### config.mk
export PLATFORM = sky130hd
export DESIGN_NAME = whack_event_sequencer
export DESIGN_NICKNAME = d
export VERILOG_FILES = /design/src/rtl/whack_event_sequencer.sv
export SDC_FILE = /design/constraint.sdc
export NUM_CORES = 1
export LEC_CHECK = 0
export CORE_MARGIN = 2
export CORE_UTILIZATION = 62
export DETAILED_ROUTE_END_ITERATION = 8
export MAX_ROUTING_LAYER = met4
export PLACE_DENSITY = 0.93
export SLEW_MARGIN = 20
export SYNTH_ARGS = -nofsm -noshare
export SYNTH_HDL_FRONTEND = slang
export SYNTH_SLANG_ARGS = --single-unit
### constraint.sdc
create_clock -name clk -period 12.27 [get_ports clk]
set_input_delay 2.454 -clock clk [delete_from_list [all_inputs] [get_ports clk]]
set_output_delay 2.454 -clock clk [all_outputs]
set_load 0.01 [all_outputs]
### src/rtl/whack_event_sequencer.sv
// Round-robin arbiter for per-hole press/expiry requests. Classifies one granted
// request per cycle as miss / partial hit / full-clear hit and applies a post-miss lockout.
module whack_event_sequencer #(
    parameter int N_HOLES        = 8,
    parameter int LOCKOUT_CYCLES = 25000000
) (
    input  logic               clk,
    input  logic               reset,
    input  logic               game_active,
    input  logic [N_HOLES-1:0] btn_press,
    input  logic [N_HOLES-1:0] mole_up,
    input  logic [N_HOLES-1:0] mole_expire,
    output logic               miss,
    output logic               non_full_clear_hit,
    output logic               full_clear_hit,
    output logic [N_HOLES-1:0] mole_clear,
    output logic               lockout,
    output logic               pending
);

    localparam int PW = (N_HOLES > 1) ? $clog2(N_HOLES) : 1;
    localparam int LW = (LOCKOUT_CYCLES > 1) ? $clog2(LOCKOUT_CYCLES) : 1;
    localparam logic [LW-1:0] LOCK_LAST = (LOCKOUT_CYCLES > 0) ? LW'(LOCKOUT_CYCLES - 1) : '0;

    typedef enum logic [1:0] {ST_IDLE, ST_RUN, ST_LOCK} state_t;

    state_t             state_reg, state_next;
    logic [N_HOLES-1:0] pend_press_reg, pend_press_next;
    logic [N_HOLES-1:0] pend_exp_reg, pend_exp_next;
    logic [N_HOLES-1:0] shadow_reg, shadow_next;
    logic [PW-1:0]      rr_ptr_reg, rr_ptr_next;
    logic [LW-1:0]      lock_cnt_reg, lock_cnt_next;
    logic               miss_reg, miss_next;
    logic               nfc_reg, nfc_next;
    logic               fc_reg, fc_next;
    logic [N_HOLES-1:0] clear_reg, clear_next;
    logic               pending_reg, pending_next;

    logic [N_HOLES-1:0] request;
    logic [N_HOLES-1:0] live;
    logic [N_HOLES-1:0] grant_onehot;
    logic [PW-1:0]      grant_idx;
    logic               grant_found;
    logic [PW:0]        scan_idx;
    logic [PW:0]        ptr_inc;
    logic               is_press;
    logic               is_live;
    logic               one_live;

    // A hole already cleared but still shown up by the spawner must not count as live.
    generate
        for (genvar gi = 0; gi < N_HOLES; gi++) begin : g_live
            assign live[gi]    = mole_up[gi] & ~shadow_reg[gi];
            assign request[gi] = pend_press_reg[gi] | pend_exp_reg[gi];
        end
    endgenerate

    always_ff @(posedge clk) begin
        if (reset) begin
            state_reg      <= ST_IDLE;
            pend_press_reg <= '0;
            pend_exp_reg   <= '0;
            shadow_reg     <= '0;
            rr_ptr_reg     <= '0;
            lock_cnt_reg   <= '0;
            miss_reg       <= 1'b0;
            nfc_reg        <= 1'b0;
            fc_reg         <= 1'b0;
            clear_reg      <= '0;
            pending_reg    <= 1'b0;
        end else begin
            state_reg      <= state_next;
            pend_press_reg <= pend_press_next;
            pend_exp_reg   <= pend_exp_next;
            shadow_reg     <= shadow_next;
            rr_ptr_reg     <= rr_ptr_next;
            lock_cnt_reg   <= lock_cnt_next;
            miss_reg       <= miss_next;
            nfc_reg        <= nfc_next;
            fc_reg         <= fc_next;
            clear_reg      <= clear_next;
            pending_reg    <= pending_next;
        end
    end

    always_comb begin
        grant_found = 1'b0;
        grant_idx   = '0;
        scan_idx    = '0;
        for (int k = 0; k < N_HOLES; k++) begin
            scan_idx = {1'b0, rr_ptr_reg} + (PW+1)'(k);
            if (scan_idx >= (PW+1)'(N_HOLES))
                scan_idx = scan_idx - (PW+1)'(N_HOLES);
            if (!grant_found && request[scan_idx[PW-1:0]]) begin
                grant_found = 1'b1;
                grant_idx   = scan_idx[PW-1:0];
            end
        end
        grant_onehot = grant_found ? (N_HOLES'(1) << grant_idx) : '0;
        ptr_inc = {1'b0, grant_idx} + (PW+1)'(1);
        if (ptr_inc >= (PW+1)'(N_HOLES))
            ptr_inc = '0;
        is_press = pend_press_reg[grant_idx];
        is_live  = live[grant_idx];
        one_live = ($countones(live) == 1);
    end

    always_comb begin
        state_next      = state_reg;
        pend_press_next = '0;
        pend_exp_next   = '0;
        shadow_next     = '0;
        rr_ptr_next     = rr_ptr_reg;
        lock_cnt_next   = '0;
        miss_next       = 1'b0;
        nfc_next        = 1'b0;
        fc_next         = 1'b0;
        clear_next      = '0;
        pending_next    = 1'b0;

        if (!game_active) begin
            state_next = ST_IDLE;
        end else if (state_reg == ST_IDLE) begin
            state_next = ST_RUN;
        end else begin
            pending_next = |request;
            if (grant_found) begin
                rr_ptr_next = ptr_inc[PW-1:0];
                // A press wins over a simultaneous expiry; a dead expiry is dropped.
                miss_next = is_press ^ is_live;
                nfc_next  = is_press & is_live & ~one_live;
                fc_next   = is_press & is_live & one_live;
                if (is_live)
                    clear_next = grant_onehot;
            end
            pend_press_next = (pend_press_reg & ~grant_onehot) |
                              ((state_reg == ST_RUN) ? btn_press : '0);
            pend_exp_next   = (pend_exp_reg & ~grant_onehot) | mole_expire;
            shadow_next     = clear_next | (shadow_reg & mole_up);
            lock_cnt_next   = lock_cnt_reg;

            if (miss_next && (LOCKOUT_CYCLES > 0)) begin
                state_next    = ST_LOCK;
                lock_cnt_next = '0;
            end else if (state_reg == ST_LOCK) begin
                if (lock_cnt_reg == LOCK_LAST) begin
                    state_next    = ST_RUN;
                    lock_cnt_next = '0;
                end else begin
                    lock_cnt_next = lock_cnt_reg + LW'(1);
                end
            end
        end
    end

    assign miss               = miss_reg;
    assign non_full_clear_hit = nfc_reg;
    assign full_clear_hit     = fc_reg;
    assign mole_clear         = clear_reg;
    assign lockout            = (state_reg == ST_LOCK);
    assign pending            = pending_reg;

endmodule
Word level (Yosys, flattened, before mapping)
Cells that the tools add are included.
- logic and storage cells: 184
- input bits: 27
- output and inout bits: 13
- register bits: 66
- muxes and demuxes: 59
- reductions and logical operators: 27
- order comparisons: 18
- bitwise operators: 39
- add/subtract/negate cells: 24
- equal/unequal tests: 4
- shifts and indexed selects: 1
- operators with widths (operator ; number):
    $mux W3 ; 17
    $mux W8 ; 6
    $lt A3 B4 Y1 const B ; 9
    $ge A4 B4 Y1 const B ; 8
    $bmux W1 S3 ; 10
    $add A25 B1 Y25 const B ; 1
    $eq A25 B25 Y1 const B ; 1
    $mux W25 ; 1
    $and A8 B8 Y8 ; 3
    $or A8 B8 Y8 ; 3
    $sub A3 B1 Y3 const B ; 8
    $mux W1 ; 22
    $add A3 B3 Y4 const B ; 4
    $not A1 Y1 ; 12
    $and A1 B1 Y1 ; 11
    $add A1 B1 Y2 ; 4
    $add A3 B1 Y4 const B ; 2
    $add A3 B2 Y4 const B ; 2
    $not A8 Y8 ; 1
    $or A1 B1 Y1 ; 8
    $reduce_or A4 Y1 ; 2
    $reduce_or A8 Y1 ; 1
    $shl A1 B3 Y8 const A ; 1
    $logic_and A1 B1 Y1 ; 7
    other kinds (16) ; 28

Logic depth before layout (Yosys ltp)
Gate-level depths: netlist (run 1).
- word-level depth: 34
- depth in mapped cells: 22
- mapped depth without buffers: 18

Worst setup path before layout (run 1)
No wires, ideal clock.
- path type: input-to-reg
- start: in mole_up[0]
- end: reg nfc_reg (netlist: non_full_clear_hit)
- path buffers: 0
- data arrival time: 5.112 ns
- stages on the path: 13
- library setup time: 0.115 ns
- path slack: 7.043 ns
- path through: nor2b_1 fa_1 inv_1 fa_1 fa_1 inv_1 ha_1 inv_1 fa_1 nor2_1 nand3_1 a21oi_1 nor2_1
- longest elaborated chain between the ends: 7
- elaborated cells between the ends (all ways): 10
- those cells by class: 3 x add/sub; 1 x eq/ne; 2 x mux; 4 x bitwise
- RTL lines (element ; line ; source):
    from (decl) ; 11 ; input logic [N_HOLES-1:0] mole_up,
    $and A1 B1 Y1 (*) ; 53 ; assign live[gi] = mole_up[gi] & ~shadow_reg[gi];
    $add A1 B1 Y2 (implied by the code) ; 105 ; one_live = ($countones(live) == 1);
    $add A2 B2 Y3 (implied by the code) ; 105 ;
    $add A3 B3 Y4 (implied by the code) ; 105 ;
    $eq A4 B1 Y1 ; 105 ;
    $not A1 Y1 ; 131 ; nfc_next = is_press & is_live & ~one_live;
    $and A1 B1 Y1 (*) ; 131 ;
    to (signal assigned) ; 79 ; nfc_reg <= nfc_next;
    to (decl) ; 34 ; logic nfc_reg, nfc_next;
Mark *: on every way between the ends. The rest lies on a longest branch, timed or not. The select of a mux whose other input is x is not followed.
A chain may end at the register's enable or synchronous reset.

Worst setup path after layout (run 1)
- start: reg rr_ptr_reg[1]
- end: reg lock_cnt_reg[18]
- longest elaborated chain between the ends: 33
- elaborated cells between the ends (all ways): 86
- those cells by class: 15 x add/sub; 8 x order compare; 47 x mux; 1 x bitwise; 15 x reduce/logical
- RTL lines (element ; line ; source):
    from (decl) ; 31 ; logic [PW-1:0] rr_ptr_reg, rr_ptr_next;
    from (signal assigned) ; 76 ; rr_ptr_reg <= rr_ptr_next;
    parallel branches: the longest is 29 deep, another holds $add A3 B1 Y4 ; n/a ;
    $mux W1 (*) ; 127 ; if (grant_found) begin
    $mux W1 (*) ; 123 ; end else if (state_reg == ST_IDLE) begin
    $mux W1 (*) ; 121 ; if (!game_active) begin
    $reduce_or A4 Y1 (no source line) (*) ; n/a ;
    to (signal assigned) ; 77 ; lock_cnt_reg <= lock_cnt_next;
    to (decl) ; 32 ; logic [LW-1:0] lock_cnt_reg, lock_cnt_next;
Mark *: on every way between the ends. The select of a mux whose other input is x is not followed.

==> impl_summary.md, run 1 <==
Synth
The number of enable flip-flop cells after synthesis is 0. During synthesis, Yosys emitted a total of 0 warnings. The number of different library cells used by synthesis comes to 67.

The gate count of the mapped netlist is 480. The number of nets in the synthesized netlist is 524. Counting flops and latches in the post-synthesis netlist gives 66. After synthesis, the share of flip-flops with an asynchronous set or reset is 0%. The share of synthesized area occupied by flip-flops and latches is 31.8%.

The average instance area after synthesis is 8.64 um2. Summing every instance area after synthesis gives 4150 um2. Among all flip-flop cells after synthesis, the most frequent one is dfxtp_1.

Clocking
Clock tree synthesis inserted a total of 9 buffers. TritonCTS built the clock tree. The post-CTS setup buffer count is 0.

The count of H-tree levels built during CTS is 3. The total of hold buffers inserted after clock tree synthesis is 0. For the worst-skew pair, the clock arrives at the later sink with an insertion delay of 0.35 ns. The buffer depth of the longest clock path is 2. The number of sinks on the clock net is 66. Clock-pin slew was measured on the worst setup and hold paths at 0.07 ns.

The clock root buffer is clkbuf_8. Gates resized during post-CTS repair numbered 0.

Outcome
The flow ran to the end, and the final reports show no timing, DRC or antenna violations.

Placement
The count of buffers added on input and output ports is 39. The post-placement worst setup slack is 6.33 ns. The post-detailed-placement half-perimeter wirelength is 8040 um. The congestion estimate from routability-driven global placement came to 0.966.

In this run, placement finished with an instance count of 580.

Global route
The leftover overflow at the end of global routing is 0. The number of antenna violations at the first check in global routing is 0. The first global-routing pass estimated 19,000 um of wire. The via count of the first global-routing pass is 3,924. The maximum number of pins on one net before global-route repair is 32. For this run, the total global-route usage over all layers was measured as 33.8%.

STA
The final setup skew is 0.00708 ns. The transition time at the pin with the least slew margin is 1.09 ns. In the final timing run, aggregate negative setup slack is 0 ns.

The time the final worst path needs with I/O delays and setup is 5.59 ns. The post-route fraction of the period consumed by the critical path is 45.6%. The number of setup violations in the final report is 0.

The relative max-transition margin is 27.2%. The count of endpoints failing hold in the final timing report is 0. Setup repair after global routing left no endpoint under its margin. The final count of pins violating max slew is 0. Across all hold checks on the routed design, the worst slack comes to 0.489 ns.

The post-layout worst setup margin is 6.68 ns. The highest attainable clock frequency is 179 MHz.

Worst setup path
The critical path in this run is classified as flop to flop. The worst setup path is captured at a flop. At the worst endpoint, the arrival time is 5.87 ns.

STA classifies the critical path startpoint as a flop. The data required time of the critical path is 12.55 ns. The largest fanout on the critical path is 23.

Floorplan
Row generation in the floorplan step produced 29 rows. The die is 85.8 um tall. The area inside the core boundary is 6420 um2. For this design the top-level I/O count stands at 40.

The die covers 7360 um2. The die span in x is 85.8 um. For this configuration, the core starts out at a cell density of 64.6%.

Layout
The register with the most flip-flops in the layout has 25 of them. Relative to the synthesized area, the layout overhead comes to 14.5%. At the end of the flow, the number of nets in the layout was 558. The proportion of layout cells with a drive suffix above 1 is 8.67%. The number of antenna diodes is 0.

The final cell count without fillers is 596.

Detailed routing
The residual DRC count is 0. The total detailed-routing wirelength is 11,200 um. In the final routed layout, each cell accounts on average for 18.8 um. The detailed router finished its first iteration with 387 violations. The first detailed-routing pass took 5 iterations. The detail route stage leaves a number of antenna-violating nets equal to 0.

The detailed router placed 3,921 vias in this run. The detail-routed via count per cell is 6.58.

Job
Across the run, the number of max-cap violations was 0.

Pwr
The peak supply drop is 97.2 uV. In this run the static leakage power is 1.71 nW. In this run the power density over the cells is 117 nW/um2.

Hold path
The worst hold path class is flop to flop.
-- area by class of cell --
class                           count  area (um2)
Inverter                           25        93.8
Fill cell                         431        1670
Multi-Input combinational cell    371        2630
Clock inverter                      5        78.8
Timing Repair Buffer               41         405
Clock buffer                       11         131
Tap cell                           77        96.3
Sequential cell                    66        1320
-- cells in the final DEF (no fill, tap or decap), types with 7 or more instances in the layout --
cell type / count
nor2_1: 76
dfxtp_1: 66
clkdlybuf4s50_1: 39
nand2_1: 37
a21oi_1: 25
nand3_1: 24
inv_1: 22
nor3_1: 18
xnor2_1: 14
xor2_1: 13
ha_1: 13
nand4_1: 12
mux2i_1: 11
a22oi_1: 9
clkbuf_8: 9
a211oi_1: 7
mux4_2: 7
nor2b_1: 7
o21ai_0: 7
-- power breakdown --
group	internal (W)	total (W)	switching [W]
Clock	0.000114	0.000198	0.0000835
Sequential	0.000216	0.000218	0.00000234
Combinational	0.0000528	0.000139	0.0000858
-- final timing paths --
check	to	slack [ns]	depth (start not counted)	from
worst min-delay path	shadow_reg[0]	0.49	2	shadow_reg[0]
worst max register to register	lock_cnt_reg[18]	6.68	17	rr_ptr_reg[1]
worst min register to register	shadow_reg[0]	0.49	2	shadow_reg[0]
worst max-delay path	lock_cnt_reg[18]	6.68	17	rr_ptr_reg[1]
-- cells by family (layout without fill, tap and decap cells) --
kind of cell,after synthesis,in the layout,share of synthesized area [%]
AND/OR/NAND/NOR,205,205,23.7
XOR/XNOR,27,27,5.70
adder cells (fa/ha/maj),17,17,5.85
AO/OA/AOI/OAI,93,93,16.3
flip-flops,66,66,31.8
buffers and inverters,43,82,4.98
multiplexers,29,29,11.6
-- worst max-delay path: stages, from the launching register on --
cell and delay [ns]:
dfxtp_1 0.75, clkinv_1 0.42, ha_1 0.64, inv_1 0.19, mux4_1 0.35, mux2_2 0.35
o22ai_1 0.24, nand4_1 0.28, a22oi_4 0.50, mux2i_1 0.18, a22oi_2 0.20, o311ai_2 0.33
inv_2 0.12, ha_1 0.23, nand2_1 0.18, o211ai_1 0.13, buf_4 0.26, nor2_1 0.14
-- cells in the mapped netlist, types with 7 or more instances --
master / instances / area share, %
nor2_1: 76 / 6.9
dfxtp_1: 66 / 32
nand2_1: 37 / 3.3
a21oi_1: 26 / 3.1
nand3_1: 24 / 2.9
inv_1: 22 / 2.0
nor3_1: 18 / 2.2
xnor2_1: 14 / 3.0
ha_1: 13 / 3.9
xor2_1: 13 / 2.7
nand4_1: 12 / 1.8
mux2i_1: 11 / 2.7
a22oi_1: 9 / 1.6
clkbuf_1: 9 / 0.81
a211oi_1: 7 / 1.3
mux4_2: 7 / 3.8
nor2b_1: 7 / 1.1
o21ai_0: 7 / 0.84
-- layer usage --
metal / GRT usage (%) / vias up / share of wire [%]
met3: 6.54 / 47 / 8.4
met2: 55.9 / 234 / 49
met5: - / - / 0
met1: 39.5 / 1845 / 38
met4: 16.2 / 0 / 4.1
li1: - / 1795 / -
-- stage by stage --
stage	util, %	total power [W]	instance area (um2)
after global routing	74.0	0.000576	4750
after CTS	73.9	0.000551	4750
final	74.0	0.000555	4750
after floorplan	-	0.000325	4150
after global placement	70.7	0.000349	4540
after detailed placement	70.7	0.000356	4540
No activity file was read; power rests on OpenSTA's default activity.
==> run 2: changes to the inputs <==
--- a/config.mk
+++ b/config.mk
@@ -6,10 +6,10 @@
 export NUM_CORES = 1
 export LEC_CHECK = 0
 export CORE_MARGIN = 2
-export CORE_UTILIZATION = 62
+export CORE_UTILIZATION = 58
 export DETAILED_ROUTE_END_ITERATION = 8
 export MAX_ROUTING_LAYER = met4
-export PLACE_DENSITY = 0.93
+export PLACE_DENSITY = 0.88
 export SLEW_MARGIN = 20
 export SYNTH_ARGS = -nofsm -noshare
 export SYNTH_HDL_FRONTEND = slang
==> constraint.sdc (replaced) <==
create_clock -name clk -period 5.2 [get_ports clk]
set_input_delay 1.04 -clock clk [delete_from_list [all_inputs] [get_ports clk]]
set_output_delay 1.04 -clock clk [all_outputs]
set_load 0.01 [all_outputs]
==> run 2 against run 1 <==
Compared with the run above:
- hold slack got worse by 0.0065 ns
- critical path depth up 1
- combinational power rose by 140%
- critical path type unchanged
- largest power group unchanged
==> impl_summary.md, run 2 (same netlist as run 1, synthesis figures left out) <==
Outcome
The run finished with clean final reports.

Worst setup path
The cell with the largest stage delay on the worst path is ha_1. The worst endpoint data arrival time was 5.22 ns (-0.65 ns). STA classifies the critical path endpoint as a flop. The family of cells with the greatest summed delay on the critical path is buffers and inverters. The setup path with the least slack is of type flop to flop. The critical path's largest stage delay came to 0.59 ns (-0.16 ns). The largest fanout on the critical path is 15 (-35%). The worst path buffer plus inverter count is 5 (+1). The data required time of the critical path was 5.49 ns (-7.06 ns).

The signal on the critical path passes through clkinv_1 -> ha_1 -> inv_1 -> mux4_1 -> mux2_2 -> and2_4 -> and2_4 -> a32oi_2 -> inv_1 -> nor3_1 -> a22oi_2 -> o311ai_2 -> inv_2 -> ha_1 -> nand2_1 -> o211ai_1 -> buf_4 -> nor2_1. STA classifies the critical path startpoint as a flop.

STA
The relative max-transition margin was 30.6% (+3.4 points). The post-route fraction of the period consumed by the critical path is 94.9% (+49 points). Setup repair after global routing left no endpoint under its margin. The highest attainable clock frequency is 203 MHz (+13%).

The time the final worst path needs with I/O delays and setup is 4.93 ns (-0.658 ns). The final setup skew is 0.0127 ns (+0.00567 ns). The count of endpoints failing hold in the final timing report is 0 (unchanged). The transition time at the pin with the least slew margin was 1.04 ns (-0.0506 ns). The final count of pins violating max slew came to 0 (unchanged). The number of setup violations in the final report is 0 (unchanged). The post-route setup TNS was 0 ns (unchanged).

Floorplan
The initial standard-cell utilization of the core came to 60.4% (-4.2 points). The area enclosed by the die boundary was 7850 um2 (+6.6%). The area inside the core boundary was 6870 um2 (+7.0%). The die span in x is 88.6 um (+3.2%). The count of boundary I/O pins is 40 (unchanged). The row count is 30 (+3.4%).

The height of the die was 88.6 um (+3.2%).

Pwr
The switching fraction of total power was 33.2% (+2.2 points). The static leakage was 1.72 nW (+0.75%). The clock network power share came to 35.2% (-0.4 points). The peak supply drop was 199 uV (+110%). The power density over the cells is 270 nW/um2 (+130%). The combinational fraction of design power was 25.3% (+0.3 points).

The relative contribution of sequential cells to total power is 39.5% (about the same). The cell-internal power came to 0.000868 W (+130%). The net switching component of the power is 0.000431 W (+150%).

Clocking
The clock root buffer is clkbuf_8. The later-pin clock latency in the skew report is 0.35 ns (about the same). The number of sinks on the clock net is 66 (unchanged). The clock slew at the register clock pins of the worst setup and hold paths is 0.09 ns (+0.02 ns). The total of hold buffers inserted after clock tree synthesis was 0 (unchanged). The post-CTS resize count is 0 (unchanged). The count of H-tree levels built during CTS is 3 (unchanged). The post-CTS setup buffer count is 0 (unchanged).

The buffer depth of the longest clock path is 2 (unchanged). The number of buffers created by CTS is 9 (unchanged). The CTS tree is built.

Detailed routing
The detail-routed via count per cell is 6.29 (-4.3%). The residual DRC count came to 0 (unchanged). The iteration count of the initial detailed-routing pass is 5 (unchanged).

The number of DRC markers in iteration 0 is 353 (-8.8%). The total detailed-routing wirelength is 11,100 um (-1.0%). The routed via count is 3,896 (-0.64%). The residual antenna-violating net count after detailed routing came to 0 (unchanged). The routed wirelength normalized by instance count is 17.9 um (-4.7%).

Job
The count of max-cap constraint violations came to 0 (unchanged).

Global route
The aggregate global-route resource usage came to 30.8% (-3.0 points). The wire length of the first global-routing pass is 17,900 um (-5.8%). The leftover overflow at the end of global routing is 0 (unchanged). The maximum number of pins on one net before global-route repair came to 32 (unchanged).

The number of antenna violations at the first check in global routing is 0 (unchanged). The via count of the first global-routing pass is 3,705 (-5.6%).

Layout
The fill cell total of the finished layout is 519 (+20%). The final cell count without fillers came to 619 (+3.9%). The combined flip-flop and latch cell area is 1320 um2 (unchanged). Compared with the post-synthesis result, the final layout area differs by 15.7%.

The library cell used most frequently in the layout, excluding fill and tap cells, is nor2_1. The proportion of layout cells with a drive suffix above 1 is 9.56% (+0.89 points). The count of nets after finishing is 562 (+0.72%). The area of the multi-input gates is 2620 um2 (-0.14%). The library cells used most frequently in the layout, excluding fill and tap cells, are 76 x nor2_1, 66 x dfxtp_1, 39 x clkdlybuf4s50_1. The number of antenna diodes is 0 (unchanged). The number of flip-flops under the largest register name is 25 (unchanged).

Placement
The final weighted congestion of routability-driven global placement was 1.10 (+14%). The number of buffers inserted by port buffering is 39 (unchanged). The total placed cells including tap cells is 603 (+4.0%). The post-detailed-placement half-perimeter wirelength is 8340 um (+3.7%).

Hold path
In this run the worst hold path is classified as flop to flop.
run 2: changes by cell type in the layout (fill, tap and decap cells not counted), sizes merged:
cell | previous run | this run
buf | 2 | 6
inv | 24 | 27
clkbuf | 11 | 9
clkinv | 4 | 2
clkinvlp | 0 | 2
bufinv | 2 | 1
run 2: per-layer routing:
metal  GRT usage [%]  vias to the layer above  part of all wire, %
met5               -                        -                    0
met2            46.2                      232                   46
met3            7.28                       46                  9.0
li1                -                     1810                    -
met1            39.7                     1808                   42
met4            13.4                        0                  3.7
run 2: power groups by stage:
stage | Combinational (W) | Clock [W] | Sequential, W
floorplan | 0.000243 | 0 | 0.000525
global placement | 0.000309 | 0 | 0.000525
detailed placement | 0.000318 | 0 | 0.000525
CTS | 0.000320 | 0.000460 | 0.000513
global route | 0.000357 | 0.000482 | 0.000514
finish | 0.000328 | 0.000457 | 0.000513
run 2: metrics by stage:
stage / setup WS, ns / util, % / hold WS (ns) / power (W) / area, um2
2_1_floorplan: 0.583 / - / 0.444 / 0.000768 / 4150
3_3_place_gp: 0.552 / 66.8 / 0.461 / 0.000834 / 4590
3_5_place_dp: 0.410 / 66.8 / 0.464 / 0.000843 / 4590
4_1_cts: 0.363 / 69.9 / 0.482 / 0.00129 / 4800
5_1_grt: 0.0725 / 69.9 / 0.518 / 0.00135 / 4800
6_report: 0.268 / 69.9 / 0.482 / 0.00130 / 4800
run 2: path summary, 6_finish.rpt:
| check | endpoint | slack [ns] | depth (start not counted) | start |
|---|---|---|---|---|
| max reg2reg | lock_cnt_reg[12] | 0.27 | 18 | rr_ptr_reg[1] |
| min | shadow_reg[4] | 0.48 | 2 | shadow_reg[4] |
| max | lock_cnt_reg[12] | 0.27 | 18 | rr_ptr_reg[1] |
| min reg2reg | shadow_reg[4] | 0.48 | 2 | shadow_reg[4] |
run 2: tightest hold or removal path, stage by stage, from the launching register on:
cell     delay (ns)
dfxtp_1        0.32
nand3_1        0.07
o21ai_0        0.06
run 2: cell type report:
cell class,count,area share [%]
multi-input combinational,371,54.6
sequential,66,27.5
inverter,25,1.95
clock buffer,9,2.58
timing repair buffer,45,9.15
tap,96,2.50
clock inverter,7,1.72
==> run 3: changes to the inputs <==
--- a/config.mk
+++ b/config.mk
@@ -6,10 +6,10 @@
 export NUM_CORES = 1
 export LEC_CHECK = 0
 export CORE_MARGIN = 2
-export CORE_UTILIZATION = 58
+export CORE_UTILIZATION = 55
 export DETAILED_ROUTE_END_ITERATION = 8
 export MAX_ROUTING_LAYER = met4
-export PLACE_DENSITY = 0.88
+export PLACE_DENSITY = 0.84
 export SLEW_MARGIN = 20
 export SYNTH_ARGS = -nofsm -noshare
 export SYNTH_HDL_FRONTEND = slang
==> run 3 against run 2 <==
Compared with the run above:
- maximum frequency rose by 7.2%
- routed wire length shrank 1.7%
- sequential share of layout area decreased by 0.10 points
- sequential cell count unchanged
- utilization down 3.8 points
- register-to-register slack better by 0.33 ns
- die area rose by 5.2%
- first-iteration DRC count down 18%
- non-clock buffer count up 1
- clock-buffer cell count is 1 higher
- final cell count grew 0.48%
- hold slack better by 0.0075 ns
- largest cell class unchanged
==> impl_summary.md, run 3 (same netlist as run 1, synthesis figures left out) <==
Layout
The number of antenna diodes is 0 (unchanged). The final cell count without fillers is 622 (+0.48%). The proportion of layout cells with a drive suffix above 1 came to 9.56% (unchanged). The count of nets after finishing was 563 (+0.18%). The number of flip-flops under the largest register name came to 25 (unchanged).

The final cell utilization of the core is 66.1% (-3.8 points). Leaving out fill and tap cells, the most frequent cell in the layout is nor2_1. The final cell area excluding filler cells came to 4820 um2 (+0.36%).

The synthesis-to-layout area growth is 16.2%. The fill cell total of the finished layout came to 610 (+18%). In the layout the commonest cells are 76 x nor2_1, 66 x dfxtp_1, 39 x clkdlybuf4s50_1.

Detailed routing
The number of DRC markers in iteration 0 is 288 (-18%). The detail-routed via count per cell came to 6.09 (-3.3%). The routed wirelength normalized by instance count is 17.5 um (-2.1%). The residual antenna-violating net count after detailed routing came to 0 (unchanged).

The residual DRC count came to 0 (unchanged). The total detailed-routing wirelength is 10,900 um (-1.7%). The iteration count of the initial detailed-routing pass is 7 (+2). The routed via count is 3,785 (-2.8%).

STA
The relative max-transition margin is 30.0% (-0.62 points). The post-route setup TNS is 0 ns (unchanged). The number of setup violations in the final report is 0 (unchanged). Setup repair after global routing left no endpoint under its margin. The worst hold margin came to 0.490 ns (+0.00750 ns).

The time the final worst path needs with I/O delays and setup is 4.60 ns (-0.330 ns). The count of endpoints failing hold in the final timing report came to 0 (unchanged). The highest attainable clock frequency is 217 MHz (+7.2%). The transition time at the pin with the least slew margin came to 1.05 ns (+0.00936 ns). The final setup skew was 0.0121 ns (-0.000605 ns). The post-route fraction of the period consumed by the critical path is 88.5% (-6.3 points). The final count of pins violating max slew was 0 (unchanged).

Floorplan
The die span in x is 90.9 um (+2.6%). The count of boundary I/O pins came to 40 (unchanged). The area enclosed by the die boundary is 8250 um2 (+5.2%). The height of the die is 90.9 um (+2.6%). The area inside the core boundary is 7290 um2 (+6.2%).

The initial standard-cell utilization of the core is 56.9% (-3.5 points). The row count came to 31 (+3.3%).

Pwr
The static leakage was 1.74 nW (+1.0%). The power density over the cells is 270 nW/um2 (about the same). The net switching component of the power was 0.000388 W (-9.9%).

The clock network power share came to 36.3% (+1.1 points). The peak supply drop was 217 uV (+9.1%). The combinational fraction of design power is 24.2% (-1.1 points).

The switching fraction of total power is 29.8% (-3.4 points). The relative contribution of sequential cells to total power was 39.5% (about the same). The cell-internal power is 0.000914 W (+5.3%).

Clocking
The clock root buffer is clkbuf_8. The total of hold buffers inserted after clock tree synthesis is 0 (unchanged). The clock slew at the register clock pins of the worst setup and hold paths is 0.07 ns (-0.02 ns). TritonCTS built the clock tree.

The number of sinks on the clock net is 66 (unchanged). The count of H-tree levels built during CTS is 3 (unchanged). The buffer depth of the longest clock path was 2 (unchanged). The post-CTS resize count was 0 (unchanged). The later-pin clock latency in the skew report is 0.35 ns (about the same). The number of buffers created by CTS came to 9 (unchanged). The post-CTS setup buffer count is 0 (unchanged).

Global route
The aggregate global-route resource usage is 27.9% (-2.8 points). The leftover overflow at the end of global routing is 0 (unchanged). The number of antenna violations at the first check in global routing is 0 (unchanged). The wire length of the first global-routing pass is 17,800 um (-0.12%). The via count of the first global-routing pass was 3,675 (-0.81%).

The maximum number of pins on one net before global-route repair came to 28 (-13%).

Worst setup path
The critical path's largest stage delay is 0.42 ns (-0.17 ns). The reg2reg setup slack is 0.60 ns (+0.33 ns). The critical path goes through buf_4 -> ha_1 -> xnor2_1 -> nor2_1 -> a22oi_1 -> nor3b_4 -> o2111ai_1 -> a32oi_2 -> inv_1 -> nor3_1 -> a22oi_2 -> o311ai_2 -> inv_2 -> ha_1 -> nand2_1 -> o211ai_1 -> buf_4 -> nor2_1. The worst endpoint data arrival time was 4.88 ns (-0.34 ns). The worst register-to-register path begins at rr_ptr_reg[0].

The critical path is of the flop to flop type. The count of cells along the worst register-to-register path is 18 (unchanged). The endpoint type of the worst setup path is a flop. The data required time of the critical path is 5.48 ns (about the same). On the critical path, the stage with the largest delay is an instance of a32oi_2. The largest fanout on the critical path came to 23 (+8). In this run the critical register-to-register path is captured at lock_cnt_reg[6]. The worst setup path is launched from a flop.

Hold path
The path class of the tightest hold or removal check is flop to flop. The launch point of the worst hold path is lock_cnt_reg[1]. The instance count along the most critical hold path is 2 (unchanged). The endpoint of the worst hold path is lock_cnt_reg[1].

Placement
The total placed cells including tap cells is 607 (+0.66%). The final weighted congestion of routability-driven global placement is 0.952 (-14%). The total placed instance area is 4600 um2 (+0.25%). The post-detailed-placement half-perimeter wirelength was 8340 um (about the same). The number of buffers inserted by port buffering is 39 (unchanged).

Job
The count of max-cap constraint violations was 0 (unchanged).

Outcome
The flow ran to the end, and the final reports show no timing, DRC or antenna violations.
run 3: changes by cell type in the layout (fill, tap and decap cells not counted):
cell and delta:
buf_4 +2, buf_6 -1, bufinv_16 +1, clkbuf_8 +1
clkinv_2 +2, clkinvlp_4 -2, inv_6 -2, inv_8 -1
run 3: how the worst max path moves through the flow:
stage                  startpoint            endpoint  slack [ns]  cells after the start
floorplan           rr_ptr_reg[1]    lock_cnt_reg[10]        0.58                     21
global placement       mole_up[3]  non_full_clear_hit        0.72                     14
detailed placement  rr_ptr_reg[0]    lock_cnt_reg[10]        0.69                     18
CTS                 rr_ptr_reg[0]     lock_cnt_reg[6]        0.69                     18
global route        rr_ptr_reg[0]     lock_cnt_reg[6]        0.24                     18
finish              rr_ptr_reg[0]     lock_cnt_reg[6]        0.60                     18
run 3: cell type report:
| cell class | count | area [um2] | share of cell area [%] |
|---|---|---|---|
| well taps | 99 | 124 | 2.57 |
| clock buffers | 10 | 138 | 2.86 |
| repair buffers | 46 | 443 | 9.19 |
| clock inverters | 5 | 78.8 | 1.64 |
| multi-input cells | 371 | 2620 | 54.4 |
| inverters | 25 | 93.8 | 1.95 |
| flip-flops and latches | 66 | 1320 | 27.4 |
run 3: power groups by stage:
| stage | registers [W] | clock network, W | logic (W) |
|---|---|---|---|
| after floorplan | 0.000525 | 0 | 0.000243 |
| after global placement | 0.000525 | 0 | 0.000297 |
| after detailed placement | 0.000525 | 0 | 0.000306 |
| after CTS | 0.000514 | 0.000474 | 0.000309 |
| after global routing | 0.000514 | 0.000495 | 0.000345 |
| final | 0.000514 | 0.000473 | 0.000315 |
run 3: per-stage QoR:
step | power [W] | worst slack, ns
global placement | 0.000822 | 0.720
finish | 0.00130 | 0.597
CTS | 0.00130 | 0.688
detailed placement | 0.000831 | 0.688
floorplan | 0.000768 | 0.583
global route | 0.00135 | 0.243
run 3: critical path: cells and delay by family, from the launching register on:
family	cells	cell delay (ns)
AO/OA/AOI/OAI	6	1.43
buffers and inverters	4	0.79
flip-flops	1	0.33
AND/OR/NAND/NOR	5	0.99
adder cells (fa/ha/maj)	2	0.60
XOR/XNOR	1	0.39
run 3: layer usage:
layer / global-route usage (%) / vias to the layer above / wire length (um)
met5: - / - / 0
met4: 8.33 / 0 / 252
met3: 4.42 / 25 / 680
met2: 48.6 / 154 / 5520
met1: 33.4 / 1807 / 4450
li1: - / 1799 / -
